### src/rtl/instruction_fetch_unit.sv
// Instruction fetch unit: owns the program counter, reads 16-bit words over a
// req/ready handshake and hands each one to the instruction register with a one-cycle strobe.
module instruction_fetch_unit #(
   parameter int unsigned ADDR_W   = 10,
   parameter int unsigned DATA_W   = 16,
   parameter int unsigned RESET_PC = 0,
   parameter int unsigned TIMEOUT  = 8    // must be >= 2
) (
   input  logic              CLK,
   input  logic              RESET,
   input  logic              start,
   output logic              mem_req,
   output logic [ADDR_W-1:0] mem_addr,
   input  logic              mem_ready,
   input  logic [DATA_W-1:0] mem_rdata,
   output logic [DATA_W-1:0] ir_data,
   output logic              ir_w,
   input  logic              next,
   input  logic              branch_taken,
   input  logic [ADDR_W-1:0] branch_addr,
   input  logic              halt,
   output logic [ADDR_W-1:0] pc,
   output logic              busy,
   output logic              fault
);

   localparam int unsigned       CNT_W    = $clog2(TIMEOUT);
   localparam logic [CNT_W-1:0]  CNT_LAST = CNT_W'(TIMEOUT - 1);

   typedef enum logic [2:0] {
      S_IDLE,
      S_REQ,
      S_LOAD,
      S_WAIT,
      S_HALTED
   } state_e;

   state_e              state_q, state_d;
   logic [ADDR_W-1:0]   pc_q, pc_d;
   logic [DATA_W-1:0]   ir_q, ir_d;
   logic [CNT_W-1:0]    cnt_q, cnt_d;
   logic                fault_q, fault_d;

   // NOTE: sequential state uses non-blocking assignments so every register
   // samples the pre-edge values of the others, independent of statement order.
   always_ff @(posedge CLK or posedge RESET) begin
      if (RESET) begin
         state_q <= S_IDLE;
         pc_q    <= ADDR_W'(RESET_PC);
         ir_q    <= '0;
         cnt_q   <= '0;
         fault_q <= 1'b0;
      end else begin
         state_q <= state_d;
         pc_q    <= pc_d;
         ir_q    <= ir_d;
         cnt_q   <= cnt_d;
         fault_q <= fault_d;
      end
   end

   // NOTE: every variable gets a hold-value default up front so no path through
   // the case statement can leave one unassigned and infer a latch.
   always_comb begin
      state_d = state_q;
      pc_d    = pc_q;
      ir_d    = ir_q;
      cnt_d   = cnt_q;
      fault_d = fault_q;

      unique case (state_q)
         S_IDLE: begin
            if (start) begin
               cnt_d   = '0;
               state_d = S_REQ;
            end
         end

         S_REQ: begin
            if (mem_ready) begin
               ir_d    = mem_rdata;
               pc_d    = pc_q + ADDR_W'(1);
               cnt_d   = '0;
               state_d = S_LOAD;
            end else if (cnt_q == CNT_LAST) begin
               // TIMEOUT consecutive unanswered request cycles
               fault_d = 1'b1;
               state_d = S_HALTED;
            end else begin
               cnt_d = cnt_q + CNT_W'(1);
            end
         end

         S_LOAD: state_d = S_WAIT;

         S_WAIT: begin
            if (halt) begin
               state_d = S_HALTED;
            end else if (branch_taken) begin
               pc_d    = branch_addr;
               cnt_d   = '0;
               state_d = S_REQ;
            end else if (next) begin
               cnt_d   = '0;
               state_d = S_REQ;
            end
         end

         S_HALTED: state_d = S_HALTED;

         default: state_d = S_IDLE;
      endcase
   end

   always_comb begin
      mem_req  = (state_q == S_REQ);
      ir_w     = (state_q == S_LOAD);
      busy     = (state_q == S_REQ) || (state_q == S_LOAD);
      mem_addr = pc_q;
      pc       = pc_q;
      ir_data  = ir_q;
      fault    = fault_q;
   end

endmodule

### config.mk
export PLATFORM = sky130hd
export DESIGN_NAME = instruction_fetch_unit
export DESIGN_NICKNAME = d
export VERILOG_FILES = /design/src/rtl/instruction_fetch_unit.sv
export SDC_FILE = /design/constraint.sdc
export NUM_CORES = 1
export LEC_CHECK = 0
export CAP_MARGIN = 10
export CORE_MARGIN = 1
export CORE_UTILIZATION = 43
export DETAILED_ROUTE_END_ITERATION = 8
export GPL_TIMING_DRIVEN = 0
export PLACE_DENSITY = 0.82
export SLEW_MARGIN = 10
export SYNTH_ARGS = -nofsm -noshare
export SYNTH_HDL_FRONTEND = slang
export SYNTH_SLANG_ARGS = --single-unit
### constraint.sdc
create_clock -name CLK -period 2.07 [get_ports CLK]
set_clock_uncertainty 0.1 [all_clocks]
set_input_delay 0.414 -clock CLK [delete_from_list [all_inputs] [get_ports CLK]]
set_output_delay 0.414 -clock CLK [all_outputs]
set_load 0.02 [all_outputs]
==> run summary <==
## Yosys
* 10.9 um2 — Synth Area per Inst
* 0 — number of warnings reported in the yosys synthesis log
* 47.0% — part of the Yosys area used for sequential elements
* 161 — number of instances in the synthesized netlist
* 33 — register bit count reported by yosys
* 197 — total nets after synthesis
* dfrtp_1 — top flip-flop cell by instance count after synthesis
* 100% — Synth async-reset ratio
* 0.00176 mm2 — cell area after synthesis
* 39 — number of unique standard cell types used by synthesis
* 0 — number of enable flip-flop cells after synthesis

## Detailed routing
* 4.21 mm — final routed wirelength across all metal layers
* 0 — remaining design rule violation count
* 0 — Antenna Violating Nets Remaining
* 105 — violation count after the first detailed-routing iteration
* 1507 — Via Count
* 4 — detailed-router iteration count before antenna repair
* 14.6 um — average routed wire per standard cell
* 5.21 — via/cell ratio

## Place
* 72 — Buffers on Ports
* 3.16 mm — total half-perimeter wirelength after legalization and detailed placement
* 0.884 — weighted congestion at the end of routability-driven global placement

## Power
* 0.680 mV — Worst IR Drop VDD
* 1.14 nW — leak pwr
* 1690 mW/mm2 — P per Cell Area
* 4.45 mW — total design power

## Worst setup path
* 0.26 ns — worst reg-to-reg setup slack
* 1.56 ns — data required time at the worst endpoint
* 8 — worst-path maximum fanout
* flop to primary output — critical path start-end classification
* 1.49 ns — arrival time of the worst setup path
* cnt_q[0] — beginning of the worst register-to-register path
* flop — kind of start point of the critical path
* 4 — R2R cell count
* cnt_q[0] — terminus of the critical flop-to-flop path
* primary output — nature of the critical path endpoint

## Finish
* 49.8% — layout-stage area growth over the synthesis result
* 276 — Nets
* 19.9% — share of final-layout standard cells stronger than drive strength 1
* 0 — number of antenna cells inserted

## Floorplanning
* 65.9 um — height of the die
* 46.3% — initial cell density of the core
* 73 — I/O pins
* 0.00380 mm2 — core area
* 22 — standard-cell row count
* 65.9 um — die width
* 0.00435 mm2 — floorplan die area

## Clocking
* clkbuf_8 — clock tree root driver cell
* 2 — Max clock buf depth
* 0.29 ns — insertion delay of the later-clocked pin in the worst-skew pair
* yes — TritonCTS clock tree
* 2 — count of H-tree levels built during CTS
* 5 — number of clock buffers inserted by TritonCTS
* 0.07 ns — Worst-path clk slew
* 0 — Setup Buffers After CTS
* 33 — clock sinks

## Global routing
* 21.1% — global router's overall resource usage
* 1401 — via count of the first global-routing pass
* 6.76 mm — wire length of the first global-routing pass
* 0 — number of antenna violations at the first check in global routing
* 0 — global route total overflow
* 34 — largest net degree at the start of global routing

## Worst hold path
* fault — Worst Hold Path EP
* flop to flop — Worst Hold Class
* 1 — Hold Path Stages
* fault — Hold Startpoint

## Outcome
* finished, final reports clean — outcome

## Timing
* 0.366 ns — worst-case hold slack
* 2.00 ns — clock period minus worst slack
* 0 — Final Hold Fails
* 0 — Final Max Tran Viols
* false — unrepaired setup endpoints after global routing
* 54.3% — worst max-slew margin expressed relative to the limit
* 500 MHz — fmax
* 0 — endpoints failing setup
* 0 ns — Sum Neg Setup Slack
* 96.6% — crit share post-route
* 0.684 ns — Tightest Pin Transition

## Run
* 0 — # Max-Cap Violations

==> critical path, cell delays in order, from the launching register on <==
cell and delay (ns):
dfrtp_1 0.47, buf_4 0.15, clkdlybuf4s50_1 0.58
==> where the power goes <==
group	internal, mW	total [mW]	switching [mW]
Clock	0.300	0.536	0.236
Combinational	1.41	2.69	1.29
Sequential	0.957	1.22	0.264
==> how the worst max path moves through the flow <==
stage                 from          end  slack (ns)  cells past startpoint
2_1_floorplan   state_q[2]   ir_data[0]        0.29                      6
3_3_place_gp          halt  mem_addr[1]        0.06                      6
3_5_place_dp          halt  mem_addr[1]        0.05                      6
4_1_cts        mem_addr[2]        pc[2]        0.02                      2
5_1_grt        mem_addr[3]        pc[3]       0.009                      2
6_report       mem_addr[3]        pc[3]        0.07                      2
==> flip-flops by register name, summed over array words and instances, names as in the netlist <==
signal	flops
state_q	3
mem_addr	10
cnt_q	3
fault	1
ir_data	16
==> Yosys cell counts, drive strengths merged (2+ instances only) <==
cell type  count  area [um2]
o21ai          6        30.0
a21o           2        15.0
mux2          17         225
nor3b          2        15.0
dfrtp         33         826
and2           2        15.0
ha             3        37.5
nand4          2        12.5
o22ai          5        31.3
nand3         10        50.1
nand2          6        22.5
mux2i          2        20.0
buf           16         121
a2bb2oi        5        43.8
a22o           2        17.5
inv            2        7.51
nand3b         2        15.0
clkbuf         3        11.3
a21oi         14        73.8
nor2           9        36.3
and3           3        18.8
nand2b         6        45.0
==> layer usage <==
layer	vias up	track usage [%]	wire length, um
li1	735	-	-
met1	717	27.7	1830
met2	50	33.9	2110
met3	5	5.69	210
met4	0	6.38	54
met5	-	0	0
==> layout make-up <==
| cell class | count | area, um2 |
|---|---|---|
| well taps | 48 | 60.1 |
| clock inverters | 1 | 5.00 |
| clock buffers | 7 | 96.3 |
| repair buffers | 72 | 713 |
| plain buffers | 19 | 133 |
| fillers | 305 | 1160 |
| multi-input cells | 107 | 792 |
| inverters | 2 | 7.51 |
| flip-flops and latches | 33 | 827 |
==> cell families (layout without fill, tap and decap cells) <==
kind of cell / count (synthesis) / count (layout) / share of synthesized area [%]
AND/OR/NAND/NOR: 44 / 44 / 13.7
AO/OA/AOI/OAI: 41 / 41 / 15.2
flip-flops: 33 / 33 / 47.0
buffers and inverters: 21 / 101 / 7.97
multiplexers: 19 / 19 / 14.0
adder cells (fa/ha/maj): 3 / 3 / 2.14
==> per-stage QoR <==
step,utilization [%],setup slack [ns],std cells,area [um2]
4_1_cts,69.4,0.0208,289,2640
3_5_place_dp,66.8,0.0456,281,2540
6_report,69.3,0.0702,289,2630
3_3_place_gp,66.8,0.0570,281,2540
2_1_floorplan,-,0.294,161,1760
5_1_grt,69.3,0.00882,289,2630
==> repair_timing <==
action	4_1_cts	5_1_grt
gates resized for setup	3	3
hold endpoints to repair	0	0
setup endpoints to repair	3	2
hold buffers	0	0
==> cells in the final DEF (no fill, tap or decap), drive strengths merged, types with 2 or more instances in the layout <==
cell type	Yosys	layout
a21o	2	2
a21oi	14	14
a22o	2	2
a2bb2oi	5	5
and2	2	2
and3	3	3
buf	16	16
clkbuf	3	11
clkdlybuf4s50	0	69
dfrtp	33	33
dlygate4sd2	0	2
ha	3	3
inv	2	2
mux2	17	17
mux2i	2	2
nand2	6	6
nand2b	6	6
nand3	10	10
nand3b	2	2
nand4	2	2
nor2	9	9
nor3b	2	2
o21ai	6	6
o22ai	5	5
Note: power is estimated with default switching activity, not from simulation.
==> RTL edit 1 (config.mk and constraints unchanged) <==
The 5 states of `state_e` get a one-hot encoding in 5 bits.
--- a/src/rtl/instruction_fetch_unit.sv
+++ b/src/rtl/instruction_fetch_unit.sv
@@ -27,12 +27,12 @@
    localparam int unsigned       CNT_W    = $clog2(TIMEOUT);
    localparam logic [CNT_W-1:0]  CNT_LAST = CNT_W'(TIMEOUT - 1);
 
-   typedef enum logic [2:0] {
-      S_IDLE,
-      S_REQ,
-      S_LOAD,
-      S_WAIT,
-      S_HALTED
+   typedef enum logic [4:0] {
+      S_IDLE   = 5'b00001,
+      S_REQ    = 5'b00010,
+      S_LOAD   = 5'b00100,
+      S_WAIT   = 5'b01000,
+      S_HALTED = 5'b10000
    } state_e;
 
    state_e              state_q, state_d;
Behaviour: same outputs for any inputs over 10 cycles, from zero or initial values and one cycle with RESET high; not proved beyond that.
==> RTL edit 1 against the unedited design <==
Cell count is 17% higher; routed wire length is 18% higher; die area is 9.0% higher; cell area is 8.3% higher; synthesized area is 9.3% higher; highest routed layer unchanged; worst setup slack worse by 0.0033 ns; sequential cell count is 2 higher; total power is 31% lower; largest power group unchanged.
==> RTL edit 1: results (changes against the unedited design) <==
- # fillers: 342 (+12%)
- Num CTS Buffers: 5 (unchanged)
- Delay-heaviest family, CP: flip-flops
- List of most frequent post-synthesis cells: nand2_1, dfrtp_1, buf_4
- Top Layer Used: met4
- Post-synth cell types: 50 (+28%)
- IO Port Bufs: 72 (unchanged)
- Placed Area: 0.002704 sq mm (+6.5%)
- Non-filler cells, final: 339 (+17%)
- Root buffer cell: clkbuf_8
- DP Cell Count: 326 (+16%)
- Final nets: 324 (+17%)
- Drt via density: 5.336 (+2.3%)
- Most frequent cell after synthesis: nand2_1
- Ys async rst share: 100.0% (unchanged)
- Worst skew pair latency: 0.29 ns (about the same)
- ANT cells: 0 (unchanged)
- Slowest CP cell: dfrtp_2
- Initial antenna violation count: 0 (unchanged)
- WL met3: 384 um (+83%)
- Seq group: 1.07 mW (-12%)
- Yosys warnings: 0 (unchanged)
- Total GRT Usage: 22.23% (+1.1 points)
- HPWL Detailed: 3387 um (+7.3%)
- H-tree depth: 2 (unchanged)
- CTS Buffer Depth: 2 (unchanged)
- Clk. pwr: 488 uW (-9.0%)
- Wire per inst: 14.61 um (+0.18%)
- GPL Wtd Cong: 0.8399 (-5.0%)
- CP Max Fanout: 8 (unchanged)
- Arrival @ worst endpoint: 1.49 ns (about the same)
- Share of layout cells above drive strength 1: 17.65% (-2.3 points)
- Critical path's largest stage delay: 0.49 ns (-0.09 ns)
- TNS Setup: 0 ns (unchanged)
- Lkg Pwr: 1.322 nW (+16%)
- Top post-synthesis cells by area: dfrtp_1, nand2_1, buf_4
- Number of iterations in the first detailed-routing pass: 4 (unchanged)
- Status: completed
- Initial DRC count: 141 (+34%)
- Max FFs per register: 16 (unchanged)
- Peak VDD IR: 724.8 uV (+6.6%)
- Largest net degree at the start of global routing: 36 (+5.9%)
- NetSw: 1.195 mW (-33%)
- WL met1: 2097 um (+14%)
- Syn Inst Count: 204 (+27%)
- Register area share after synthesis: 45.67% (-1.3 points)
- Syn Nets: 240 (+22%)
- WL met2: 2429 um (+15%)
- First-pass GRT wire length: 7755 um (+15%)
- Worst-Margin Slew: 0.7315 ns (+0.04705 ns)
- Setup WS pre-CTS: -0.1225 ns (-0.1681 ns)
- Hold/Removal Path Class: reg2reg
- Cell area after layout: 0.002853 sq mm (+8.3%)
- Vias in the first global route: 1,750 (+25%)
- PwrDens: 1073 mW/mm^2 (-36%)
## RTL edit 1: path summary, 6_finish.rpt
check,from,end,slack (ns),cells past startpoint
setup / recovery,state_q[2]$_DFFE_PP0P_,mem_req,0.07,4
hold / removal,fault$_DFFE_PP0P_,fault$_DFFE_PP0P_,0.36,1
setup reg to reg,state_q[4]$_DFFE_PP0P_,mem_addr[0]$_DFFE_PP0P_,0.17,6
hold reg to reg,fault$_DFFE_PP0P_,fault$_DFFE_PP0P_,0.36,1
max in group asynchronous,RESET,mem_addr[5]$_DFFE_PP0P_,0.89,2
min in group asynchronous,RESET,ir_data[1]$_DFFE_PP0P_,0.47,2
## RTL edit 1: worst reg2reg max path: cells and delay by family (launching register included)
kind,cells,cell delay (ns)
buffers and inverters,2,0.32
AOI/OAI and AO/OA,2,0.40
DFF,1,0.47
and+or+nand+nor,2,0.48
## RTL edit 1: routing by layer
layer | vias to the layer above | global-route usage (%)
met2 | 73 | 36.15
li1 | 886 | -
met5 | - | 0
met4 | 0 | 6.122
met3 | 6 | 7.895
met1 | 844 | 27.84
## RTL edit 1: cell type report
class / count / area share, %
plain buffers: 18 / 4.298
well taps: 50 / 2.193
inverters: 6 / 0.7895
repair buffers: 77 / 26.49
flip-flops and latches: 35 / 30.92
multi-input cells: 145 / 32.46
clock buffers: 7 / 2.675
clock inverters: 1 / 0.1754
## RTL edit 1: cell families (layout without fill, tap and decap cells)
logic type      after synthesis  count (layout)  share of synthesized area [%]
simple gates                 97              97                          26.39
compound gates               40              40                          15.83
flops                        35              35                          45.67
buf+inv                      24             109                          7.557
mux                           5               5                          2.606
fa+ha+maj                     3               3                          1.955
## RTL edit 1: repair_timing
item / CTS / global route
setup buffers: 0 / 5
pin swaps: 1 / 1
setup endpoints to repair: 3 / 4
hold endpoints to repair: 0 / 0
resized for setup: 10 / 9
==> RTL edit 2 (same flow settings) <==
Made on the original files. The parameter `TIMEOUT` goes from 8 to 4.
--- a/src/rtl/instruction_fetch_unit.sv
+++ b/src/rtl/instruction_fetch_unit.sv
@@ -4,7 +4,7 @@
    parameter int unsigned ADDR_W   = 10,
    parameter int unsigned DATA_W   = 16,
    parameter int unsigned RESET_PC = 0,
-   parameter int unsigned TIMEOUT  = 8    // must be >= 2
+   parameter int unsigned TIMEOUT  = 4    // must be >= 2
 ) (
    input  logic              CLK,
    input  logic              RESET,
Behaviour: not the same (Yosys sat finds a counterexample within 10 cycles, from zero or initial values and one cycle with RESET high).
==> RTL edit 2 against the unedited design <==
Routed wire length down 9.8%; worst setup slack better by 0.011 ns; synthesized area down 4.1%; cell area down 2.9%; clock power down 9.1%; largest power group unchanged; first-iteration DRC count up 11%; sequential cell count down 1; total power down 6.1%.
==> RTL edit 2: results (changes against the unedited design) <==
- Status: completed
- HPWL Detailed: 2793 um (-12%)
- Drt via density: 5.230 (+0.30%)
- NetSw: 1.669 mW (-6.5%)
- ANT cells: 0 (unchanged)
- Share of layout cells above drive strength 1: 19.67% (-0.25 points)
- List of most frequent post-synthesis cells: dfrtp_1, mux2_2, a21oi_1
- Total power: 4.176 mW (-6.1%)
- Initial antenna violation count: 0 (unchanged)
- WL met2: 1765 um (-17%)
- Hold/Removal Path Class: reg2reg
- Largest net degree at the start of global routing: 33 (-2.9%)
- Root buffer cell: clkbuf_8
- Final nets: 273 (-1.1%)
- GRT met2 Usage: 33.82% (-0.11 points)
- Worst skew pair latency: 0.27 ns (-0.02 ns)
- Post-CTS sizing: 3 (unchanged)
- Met1 usage: 24.89% (-2.8 points)
- DRC: 0 (unchanged)
- Peak VDD IR: 1001 uV (+47%)
- Post-CTS Repair Setup Buffers: 0 (unchanged)
- Syn Nets: 194 (-1.5%)
- Setup WS pre-CTS: -0.1686 ns (-0.2141 ns)
- Total GRT Usage: 20.39% (-0.74 points)
- Slew headroom: 56.29% (+2.0 points)
- Aggregate routed wire length: 3803 um (-9.8%)
- Ys flop type: dfrtp_1
- Register area share after synthesis: 47.48% (+0.50 points)
- WL met3: 316 um (+50%)
- # fillers: 303 (-0.66%)
- Combinational share of power: 58.9% (-1.6 points)
- Arrival @ worst endpoint: 1.47 ns (-0.02 ns)
- GPL Wtd Cong: 0.8469 (-4.2%)
- WL met1: 1669 um (-9.0%)
- Initial DRC count: 117 (+11%)
- GR Util met3: 5.810% (+0.12 points)
- Yosys warnings: 0 (unchanged)
- Post-synth cell types: 38 (-2.6%)
- H-tree depth: 2 (unchanged)
- Lkg Pwr: 1.124 nW (-1.1%)
- Top post-synthesis cells by area: dfrtp_1, mux2_2, buf_4
- First-pass GRT wire length: 6665 um (-1.3%)
- Vias in the first global route: 1,526 (+8.9%)
==> RTL edit 2: kinds of logic after synthesis <==
| kind of cell | count (synthesis) | synth area share (%) |
|---|---|---|
| adders and majority gates | 2 | 1.483 |
| muxes | 18 | 11.94 |
| buffers and inverters | 20 | 8.011 |
| DFF | 32 | 47.48 |
| and+or+nand+nor | 44 | 15.36 |
| AOI/OAI and AO/OA | 43 | 15.73 |
==> RTL edit 2: critical path, delay by kind of cell (launching register included) <==
family	cells	cell delay [ns]
buffers and inverters	2	0.73
DFF	1	0.47
==> RTL edit 2: final cells by class <==
class                   instances  area share [%]
plain buffers                  16           4.699
inverters                       4          0.5874
clock buffers                   6           3.231
repair buffers                 72           28.05
multi-input cells             107           29.37
clock inverters                 2          0.3916
well taps                      48           2.349
flip-flops and latches         32           31.33
==> RTL edit 2: per-stage QoR <==
stage	area [sq um]	TNS (ns)	hold WS [ns]	cells
after floorplan	1687	0	0.3557	159
after global placement	2467	-1.573	0.3536	279
after detailed placement	2467	-1.631	0.3890	279
after CTS	2556	0	0.3983	287
after global routing	2556	0	0.4186	287
final	2556	0	0.3979	287
==> RTL edit 2: worst paths after layout <==
kind                                           end                     from  slack, ns  depth (start not counted)
setup / recovery                             pc[3]  mem_addr[3]$_DFFE_PP0P_       0.08                          2
hold / removal                cnt_q[0]$_DFFE_PP0P_     cnt_q[0]$_DFFE_PP0P_       0.40                          1
setup reg to reg           ir_data[15]$_DFFE_PP0P_   state_q[2]$_DFFE_PP0P_       0.34                          4
hold reg to reg               cnt_q[0]$_DFFE_PP0P_     cnt_q[0]$_DFFE_PP0P_       0.40                          1
max in group asynchronous     cnt_q[1]$_DFFE_PP0P_                    RESET       0.98                          2
min in group asynchronous   ir_data[3]$_DFFE_PP0P_                    RESET       0.46                          2
